## config.mk

```make
export PLATFORM = sky130hd
export DESIGN_NAME = decode_stage_flat
export DESIGN_NICKNAME = d
export VERILOG_FILES = /design/src/rtl/cpu_pkg.sv /design/src/rtl/decode_stage_if.sv /design/src/rtl/control_decoder.sv /design/src/rtl/decode_stage.sv /design/src/flat_wrapper.sv
export SDC_FILE = /design/constraint.sdc
export NUM_CORES = 1
export LEC_CHECK = 0
export BUFFER_PORTS_ARGS = -buffer_cell sky130_fd_sc_hd__buf_2
export CAP_MARGIN = 5
export CELL_PAD_IN_SITES_DETAIL_PLACEMENT = 0
export CELL_PAD_IN_SITES_GLOBAL_PLACEMENT = 1
export CORE_AREA = 2 2 126 158
export CTS_BUF_LIST = sky130_fd_sc_hd__clkbuf_16
export DETAILED_ROUTE_END_ITERATION = 8
export DIE_AREA = 0 0 128 160
export PLACE_DENSITY = 0.87
export SLEW_MARGIN = 0
export SYNTH_ARGS = -nofsm -noshare
export SYNTH_HDL_FRONTEND = slang
export SYNTH_SLANG_ARGS = --single-unit
export TNS_END_PERCENT = 50
```

## constraint.sdc

```tcl
create_clock -name clk -period 7.4 [get_ports clk]
set_clock_uncertainty 0.05 [all_clocks]
set_input_delay 0 -clock clk [delete_from_list [all_inputs] [get_ports clk]]
set_output_delay 0 -clock clk [all_outputs]
set_load 0.02 [all_outputs]
```

## src/rtl/cpu_pkg.sv

```systemverilog
// ============================================================================
// Module      : cpu_pkg
// Description : Shared RV32I decode types: ALU/control-unit op codes, the
//               decoded bundle, opcode and funct7 constants.
// Revision    : 1.0 - initial release
// ============================================================================
`default_nettype none

package cpu_pkg;

    localparam int XLEN = 32;

    localparam logic [6:0] OP_LUI    = 7'b0110111;
    localparam logic [6:0] OP_AUIPC  = 7'b0010111;
    localparam logic [6:0] OP_JAL    = 7'b1101111;
    localparam logic [6:0] OP_JALR   = 7'b1100111;
    localparam logic [6:0] OP_BRANCH = 7'b1100011;
    localparam logic [6:0] OP_LOAD   = 7'b0000011;
    localparam logic [6:0] OP_STORE  = 7'b0100011;
    localparam logic [6:0] OP_IMM    = 7'b0010011;
    localparam logic [6:0] OP_REG    = 7'b0110011;
    localparam logic [6:0] OP_FENCE  = 7'b0001111;
    localparam logic [6:0] OP_SYSTEM = 7'b1110011;

    localparam logic [6:0] F7_BASE   = 7'b0000000;
    localparam logic [6:0] F7_ALT    = 7'b0100000;
    localparam logic [6:0] F7_MULDIV = 7'b0000001;

    // ALU_ADD must stay at zero so a reset bundle reads as an add.
    typedef enum logic [4:0] {
        ALU_ADD, ALU_SUB, ALU_SLL, ALU_SLT, ALU_SLTU, ALU_XOR, ALU_SRL, ALU_SRA,
        ALU_OR, ALU_AND, ALU_PASSB,
        ALU_MUL, ALU_MULH, ALU_MULHSU, ALU_MULHU, ALU_DIV, ALU_DIVU, ALU_REM, ALU_REMU
    } aluCode_t;

    typedef enum logic [3:0] {
        CU_NOP, CU_LUI, CU_AUIPC, CU_JAL, CU_JALR, CU_BRANCH, CU_LOAD, CU_STORE,
        CU_IMM, CU_REG, CU_ERROR
    } cuOPType;

    typedef struct packed {
        cuOPType          cuOP;
        aluCode_t         aluOP;
        logic             regWrite;
        logic             memWrite;
        logic             memRead;
        logic             aluSrc;
        logic             branch;
        logic             sign;
        logic [XLEN-1:0]  imm;
        logic [4:0]       reg1;
        logic [4:0]       reg2;
        logic [4:0]       regd;
        logic [XLEN-1:0]  pc;
        logic             illegal;
    } dec_t;

    // Base-ISA ALU op for the OP/OP-IMM funct3 field (funct7 variants handled by caller).
    function automatic aluCode_t alu_from_f3(input logic [2:0] f3);
        case (f3)
            3'd0:    return ALU_ADD;
            3'd1:    return ALU_SLL;
            3'd2:    return ALU_SLT;
            3'd3:    return ALU_SLTU;
            3'd4:    return ALU_XOR;
            3'd5:    return ALU_SRL;
            3'd6:    return ALU_OR;
            default: return ALU_AND;
        endcase
    endfunction

endpackage

`default_nettype wire

```

## src/rtl/decode_stage_if.sv

```systemverilog
// ============================================================================
// Module      : decode_stage_if
// Description : Fetch-side and execute-side handshake bundle of decode_stage.
// Revision    : 1.0 - initial release
// ============================================================================
`default_nettype none

interface decode_stage_if
    import cpu_pkg::*;
#(
    parameter int DEPTH = 2
) ();

    localparam int CW = $clog2(DEPTH) + 1;

    logic            flush;
    logic            in_valid;
    logic            in_ready;
    logic [31:0]     in_instr;
    logic [XLEN-1:0] in_pc;
    logic            out_valid;
    logic            out_ready;
    dec_t            out_dec;
    logic [CW-1:0]   occupancy;

    modport master (
        output flush, in_valid, in_instr, in_pc, out_ready,
        input  in_ready, out_valid, out_dec, occupancy
    );

    modport slave (
        input  flush, in_valid, in_instr, in_pc, out_ready,
        output in_ready, out_valid, out_dec, occupancy
    );

endinterface

`default_nettype wire

```

## src/rtl/control_decoder.sv

```systemverilog
// ============================================================================
// Module      : control_decoder
// Description : Combinational RV32I instruction -> dec_t decoder.
//               Build macro RV32M_EN enables the M-extension encodings.
// Revision    : 1.0 - initial release
// ============================================================================
`default_nettype none

module control_decoder
    import cpu_pkg::*;
(
    input  wire logic [31:0]     instr,
    input  wire logic [XLEN-1:0] pc,
    output dec_t                 dec
);

    logic [6:0]      w_op;
    logic [6:0]      w_f7;
    logic [2:0]      w_f3;
    logic            w_legal;
    logic [XLEN-1:0] w_imm_i, w_imm_s, w_imm_b, w_imm_u, w_imm_j;

    assign w_op = instr[6:0];
    assign w_f3 = instr[14:12];
    assign w_f7 = instr[31:25];

    assign w_imm_i = XLEN'($signed(instr[31:20]));
    assign w_imm_s = XLEN'($signed({instr[31:25], instr[11:7]}));
    assign w_imm_b = XLEN'($signed({instr[31], instr[7], instr[30:25], instr[11:8], 1'b0}));
    assign w_imm_u = XLEN'($signed({instr[31:12], 12'b0}));
    assign w_imm_j = XLEN'($signed({instr[31], instr[19:12], instr[20], instr[30:21], 1'b0}));

    always_comb begin
        dec        = '0;
        dec.cuOP   = CU_ERROR;
        dec.aluOP  = ALU_ADD;
        dec.sign   = 1'b1;
        dec.reg1   = instr[19:15];
        dec.reg2   = instr[24:20];
        dec.regd   = instr[11:7];
        dec.pc     = pc;
        w_legal    = 1'b1;

        case (w_op)
            OP_LUI: begin
                dec.cuOP = CU_LUI; dec.aluOP = ALU_PASSB; dec.imm = w_imm_u;
                dec.aluSrc = 1'b1; dec.regWrite = 1'b1;
            end
            OP_AUIPC: begin
                dec.cuOP = CU_AUIPC; dec.imm = w_imm_u;
                dec.aluSrc = 1'b1; dec.regWrite = 1'b1;
            end
            OP_JAL: begin
                dec.cuOP = CU_JAL; dec.imm = w_imm_j; dec.regWrite = 1'b1;
            end
            OP_JALR: begin
                dec.cuOP = CU_JALR; dec.imm = w_imm_i;
                dec.aluSrc = 1'b1; dec.regWrite = 1'b1;
                w_legal = (w_f3 == 3'd0);
            end
            OP_BRANCH: begin
                dec.cuOP   = CU_BRANCH;
                dec.imm    = w_imm_b;
                dec.branch = 1'b1;
                dec.sign   = !w_f3[1];
                case (w_f3[2:1])
                    2'b00:   dec.aluOP = ALU_SUB;
                    2'b10:   dec.aluOP = ALU_SLT;
                    2'b11:   dec.aluOP = ALU_SLTU;
                    default: w_legal = 1'b0;
                endcase
            end
            OP_LOAD: begin
                dec.cuOP = CU_LOAD; dec.imm = w_imm_i;
                dec.aluSrc = 1'b1; dec.memRead = 1'b1; dec.regWrite = 1'b1;
                dec.sign = !w_f3[2];
                w_legal  = (w_f3 != 3'd3) && (w_f3 != 3'd6) && (w_f3 != 3'd7);
            end
            OP_STORE: begin
                dec.cuOP = CU_STORE; dec.imm = w_imm_s;
                dec.aluSrc = 1'b1; dec.memWrite = 1'b1;
                w_legal = (w_f3 <= 3'd2);
            end
            OP_IMM: begin
                dec.cuOP = CU_IMM; dec.imm = w_imm_i;
                dec.aluSrc = 1'b1; dec.regWrite = 1'b1;
                dec.aluOP = alu_from_f3(w_f3);
                dec.sign  = (w_f3 != 3'd3);
                // Shift-immediates reuse imm[11:5] as a funct7 qualifier.
                if (w_f3 == 3'd1) begin
                    w_legal = (w_f7 == F7_BASE);
                end else if (w_f3 == 3'd5) begin
                    w_legal = (w_f7 == F7_BASE) || (w_f7 == F7_ALT);
                    if (w_f7 == F7_ALT) dec.aluOP = ALU_SRA;
                end
            end
            OP_REG: begin
                dec.cuOP = CU_REG; dec.regWrite = 1'b1;
                case (w_f7)
                    F7_BASE: begin
                        dec.aluOP = alu_from_f3(w_f3);
                        dec.sign  = (w_f3 != 3'd3);
                    end
                    F7_ALT: begin
                        if (w_f3 == 3'd0)      dec.aluOP = ALU_SUB;
                        else if (w_f3 == 3'd5) dec.aluOP = ALU_SRA;
                        else                   w_legal = 1'b0;
                    end
                    F7_MULDIV: begin
`ifdef RV32M_EN
                        dec.aluOP = aluCode_t'(ALU_MUL + {2'b00, w_f3});
`else
                        w_legal = 1'b0;
`endif
                    end
                    default: w_legal = 1'b0;
                endcase
            end
            // FENCE/SYSTEM and everything else are left for execute to trap on.
            default: w_legal = 1'b0;
        endcase

        if (dec.regd == 5'd0) dec.regWrite = 1'b0;

        if (!w_legal) begin
            dec.illegal  = 1'b1;
            dec.cuOP     = CU_ERROR;
            dec.regWrite = 1'b0;
            dec.memWrite = 1'b0;
            dec.memRead  = 1'b0;
            dec.branch   = 1'b0;
        end
    end

endmodule

`default_nettype wire

```

## src/rtl/decode_stage.sv

```systemverilog
// ============================================================================
// Module      : decode_stage
// Description : Registered RV32I decode stage: decodes on accept and queues
//               bundles in a DEPTH-entry FIFO toward execute, with flush.
//               Build macro RV32M_EN (see control_decoder) enables RV32M.
// Revision    : 1.0 - initial release
// ============================================================================
`default_nettype none

module decode_stage
    import cpu_pkg::*;
#(
    parameter int DEPTH = 2
) (
    input wire logic       clk,
    input wire logic       rst,
    decode_stage_if.slave  bus
);

    localparam int            PW      = (DEPTH > 1) ? $clog2(DEPTH) : 1;
    localparam int            CW      = $clog2(DEPTH) + 1;
    localparam logic [CW-1:0] C_DEPTH = CW'(DEPTH);
    localparam logic [PW-1:0] C_LAST  = PW'(DEPTH - 1);

    dec_t          r_mem [DEPTH];
    logic [PW-1:0] r_wptr;
    logic [PW-1:0] r_rptr;
    logic [CW-1:0] r_count;
    dec_t          w_dec;
    logic          w_push;
    logic          w_pop;

    control_decoder u_decoder (
        .instr (bus.in_instr),
        .pc    (bus.in_pc),
        .dec   (w_dec)
    );

    // A full FIFO still accepts when the head leaves in the same cycle.
    assign bus.in_ready  = !rst && ((r_count < C_DEPTH) || bus.out_ready);
    assign bus.out_valid = (r_count != '0);
    assign bus.out_dec   = r_mem[r_rptr];
    assign bus.occupancy = r_count;

    assign w_push = bus.in_valid && bus.in_ready && !bus.flush;
    assign w_pop  = bus.out_valid && bus.out_ready && !bus.flush;

    always_ff @(posedge clk) begin
        if (rst) begin
            r_wptr  <= '0;
            r_rptr  <= '0;
            r_count <= '0;
            for (int i = 0; i < DEPTH; i++) r_mem[i] <= '0;
        end else if (bus.flush) begin
            r_wptr  <= '0;
            r_rptr  <= '0;
            r_count <= '0;
        end else begin
            if (w_push) begin
                r_mem[r_wptr] <= w_dec;
                r_wptr        <= (r_wptr == C_LAST) ? '0 : r_wptr + 1'b1;
            end
            if (w_pop) begin
                r_rptr <= (r_rptr == C_LAST) ? '0 : r_rptr + 1'b1;
            end
            case ({w_push, w_pop})
                2'b10:   r_count <= r_count + 1'b1;
                2'b01:   r_count <= r_count - 1'b1;
                default: r_count <= r_count;
            endcase
        end
    end

endmodule

`default_nettype wire

```

## src/flat_wrapper.sv

```systemverilog
// flat-port wrapper written by rule: the top's interface ports become plain ports
module decode_stage_flat import cpu_pkg::*;
#(
    parameter int DEPTH = 2
)
  (clk, rst, bus_flush, bus_in_valid, bus_in_instr, bus_in_pc, bus_out_ready, bus_in_ready, bus_out_valid, bus_out_dec, bus_occupancy);
  decode_stage_if #(.DEPTH(DEPTH)) bus_i ();
  input wire logic clk;
  input wire logic rst;
  input wire logic [$bits(bus_i.flush)-1:0] bus_flush;
  input wire logic [$bits(bus_i.in_valid)-1:0] bus_in_valid;
  input wire logic [$bits(bus_i.in_instr)-1:0] bus_in_instr;
  input wire logic [$bits(bus_i.in_pc)-1:0] bus_in_pc;
  input wire logic [$bits(bus_i.out_ready)-1:0] bus_out_ready;
  output wire logic [$bits(bus_i.in_ready)-1:0] bus_in_ready;
  output wire logic [$bits(bus_i.out_valid)-1:0] bus_out_valid;
  output wire logic [$bits(bus_i.out_dec)-1:0] bus_out_dec;
  output wire logic [$bits(bus_i.occupancy)-1:0] bus_occupancy;
  assign bus_i.flush = bus_flush;
  assign bus_i.in_valid = bus_in_valid;
  assign bus_i.in_instr = bus_in_instr;
  assign bus_i.in_pc = bus_in_pc;
  assign bus_i.out_ready = bus_out_ready;
  assign bus_in_ready = bus_i.in_ready;
  assign bus_out_valid = bus_i.out_valid;
  assign bus_out_dec = bus_i.out_dec;
  assign bus_occupancy = bus_i.occupancy;
  decode_stage #(.DEPTH(DEPTH)) u_core (.clk(clk), .rst(rst), .bus(bus_i));
endmodule
```

==> summary.md <==
| Metric | Value |
|---|---|
| Sw power | 564 µW |
| Placed cell areas | 9980 µm² |
| Fin. Hold Viols | 0 |
| Worst Setup Path Type | flop to flop |
| Max_cap viols | 0 |
| Startpoint Class | flop |
| Cell variety after synth | 53 |
| Worst min path class | primary input to flop |
| Core Region | roughly 19000 µm² |
| Metal-1 WL | 8450 µm |
| Ys Warns | 0 |
| Skew-Pair Late Insertion Delay | around 420 ps |
| Drt total wl | 20300 µm |
| IO Count | 168 |
| Switching share of power | 0.241 |
| CTS resizes | 0 |
| First-pass GRT wire length | 31300 µm |
| Clock sink total | 193 |
| Floorplan row count | 57 |
| Post-synth top area share | 0.629 |
| Share of post-route cells with drive strength above 1 | 0.343 |
| Comb power frac | 0.103 |
| Slew headroom | 0.350 |
| Syn nets | approximately 750 |
| Total Neg Setup Slack | 0 ps |
| Sequential share of power | 0.538 |
| GRT Residual Overflow | 0 |
| Clock power frac | 0.359 |
| Lkg Pwr | 0.00438 µW |
| Setup-failing EPs final | 0 |
| Nets@finish | 959 |
| Metal3 WL | between 1000 and 1500 µm |
| Inserted Clock Buffers | 17 |
| Pin count of the biggest net entering global routing | 70 |
| Via count | between 6000 and 7000 |
| Outcome | finished clean |
| Synth area leader | edfxtp_1 |
| Part of the cycle the worst path needs | 0.346 |
| Post-synth top flop | edfxtp_1 |
| Sequential share of the synthesized area | 0.640 |
| Die Span Y | 160 µm |
| Worst hold slack | 59.2 ps |
| Reg clk slew, reported paths | 70 ps |
| Number of synthesized flops with an enable pin | 188 |
| Tot Pwr | ~2300 µW |
| H-tree lvl count | 4 |
| RSZ-0062 raised after global routing | false |
| Fmax | about 400 MHz |
| # DRC | 0 |
| GR Util All Layers | 0.198 |
| # diodes | 0 |
| Gp weighted congestion | 0.780 |
| Vias in the first global route | roughly 6100 |
| Post CTS Setup Buffer Count | 0 |
| Max-slew violations | 0 |
| Commonest non-fill, non-tap cell in the layout | edfxtp_1 |
| DR top layer | met4 |
| Worst EP arrival | approximately 2600 ps |
| Port Buffers | 166 |
| Crit path max fanout | 69 |
| Die width | 128 µm |
| Finished Cell Area | 11100 µm² |
| Ys async rst share | 0 |
| Initial antenna violation count | 0 |
| Pwr dens | 211 nW/µm² |
| Most frequent cells in the layout | edfxtp_1 (188), buf_2 (166), and2_1 (107), mux2_2 (94), nor2_1 (88) |
| Syn Area/Cell | roughly 13 µm² |
| CTS Buffer Depth | 2 |
| Peak supply drop | roughly 0.00015 V |
| Post-DP HPWL | 12700 µm |
| ANT nets after route | 0 |
| Critical path required time | roughly 7400 ps |
| Routed len/inst | 17.8 µm |
| TritonCTS clock tree | built |
| Initial Util | 0.469 |
| Largest cells by area after synthesis | edfxtp_1 (63%), mux2_2 (12%), and2_1 (7.5%) |
| Yosys reg bits | 193 |
| Post-Synthesis Cells | ~700 |
| Slew @ Worst Pin | 975 ps |
| CTS root buffer | clkbuf_16 |
| Final Critical Period | approximately 2600 ps |
| Area growth syn-to-layout | 23.8% |
| CTS Hold Bufs | 59 |
| Internal power | approximately 1800 µW |
| DR iter-0 viols | 533 |
| Fill count | around 1600 |
| Met2 WL | 10300 µm |
| Initial DRT Pass Iterations | 5 |
| Die area | 20500 µm² |
| Avg Vias per Cell | 5.32 |
| Setup crit end kind | flop |
| Mapped Area | 8970 µm² |
-- cells by family after synthesis --
family | count (synthesis) | share of synthesized area
and+or+nand+nor | 276 | 0.166
DFF | 193 | 0.640
muxes | 95 | 0.119
AOI/OAI and AO/OA | 63 | 0.0431
buffers and inverters | 46 | 0.0233
xor gates and xnor gates | 7 | 0.00683
adders and majority gates | 1 | 0.00139
other | 1 | 0.000418
-- final cells by class --
| cell class | count | area [µm²] | area share |
|---|---|---|---|
| clock buffers | 17 | 425 | 0.0383 |
| clock inverters | 15 | 114 | 0.0102 |
| inverters | 3 | 11.3 | 0.00101 |
| multi-input cells | 443 | 3050 | 0.274 |
| flip-flops and latches | 193 | 5750 | 0.518 |
| well taps | 236 | 295 | 0.0266 |
| repair buffers | 231 | 1470 | 0.132 |
-- sequential cells by signal, summed over array words and instances, names as in the netlist, named ones only --
name and flops:
u_core.r_mem 188, u_core.bus.occupancy 2, u_core.r_rptr 1, u_core.r_wptr 1
-- power groups by stage --
| stage | combinational (µW) | clock, µW | sequential (µW) |
|---|---|---|---|
| 2_1_floorplan | 133 | 0 | 1290 |
| 3_3_place_gp | 216 | 0 | 1280 |
| 3_5_place_dp | 217 | 0 | 1290 |
| 4_1_cts | 242 | 851 | 1260 |
| 5_1_grt | 259 | 891 | 1260 |
| 6_report | 241 | 840 | 1260 |
-- Yosys cell counts, drive strengths merged (4+ instances only) --
cell type	count
edfxtp	188
and2	107
mux2	94
nor2	90
a21oi	33
buf	27
nand2	18
nor3	17
clkbuf	16
o21ai	11
and3	8
a22oi	7
dfxtp	5
nand3	5
and3b	4
nand2b	4
nand4	4
nor2b	4
xnor2	4
-- worst max-delay path, stage by stage (launching register included) --
cell,delay (ps)
dfxtp_1,330
nand2b_1,150
nand4_1,110
buf_4,300
nand2b_4,380
buf_4,800
-- final timing paths --
path	startpoint	to	slack, ps	depth (start not counted)
hold / removal	bus_in_instr[12]	u_core.r_mem[0][60]$_SDFFCE_PN0P_	60	3
setup / recovery	u_core.bus.occupancy[1]$_SDFFE_PP0P_	u_core.r_mem[0][75]$_SDFFCE_PN0P_	4840	5
hold reg to reg	u_core.bus.occupancy[1]$_SDFFE_PP0P_	u_core.bus.occupancy[1]$_SDFFE_PP0P_	530	2
setup reg to reg	u_core.bus.occupancy[1]$_SDFFE_PP0P_	u_core.r_mem[0][75]$_SDFFCE_PN0P_	4840	5
-- per-stage QoR --
stage / setup slack (ps) / cells / util
6_report: 4840 / 1138 / 0.581
5_1_grt: 4630 / 1138 / 0.581
2_1_floorplan: 3750 / 682 / -
4_1_cts: 4790 / 1138 / 0.581
3_5_place_dp: 4790 / 1047 / 0.522
3_3_place_gp: 4820 / 1047 / 0.522
-- layer usage --
metal | GRT usage | up-vias
met3 | 0.0436 | 28
met2 | 0.338 | 217
li1 | - | 2874
met1 | 0.252 | 2935
met5 | 0 | -
met4 | 0.0654 | 0
(Power assumes the default switching activity.)
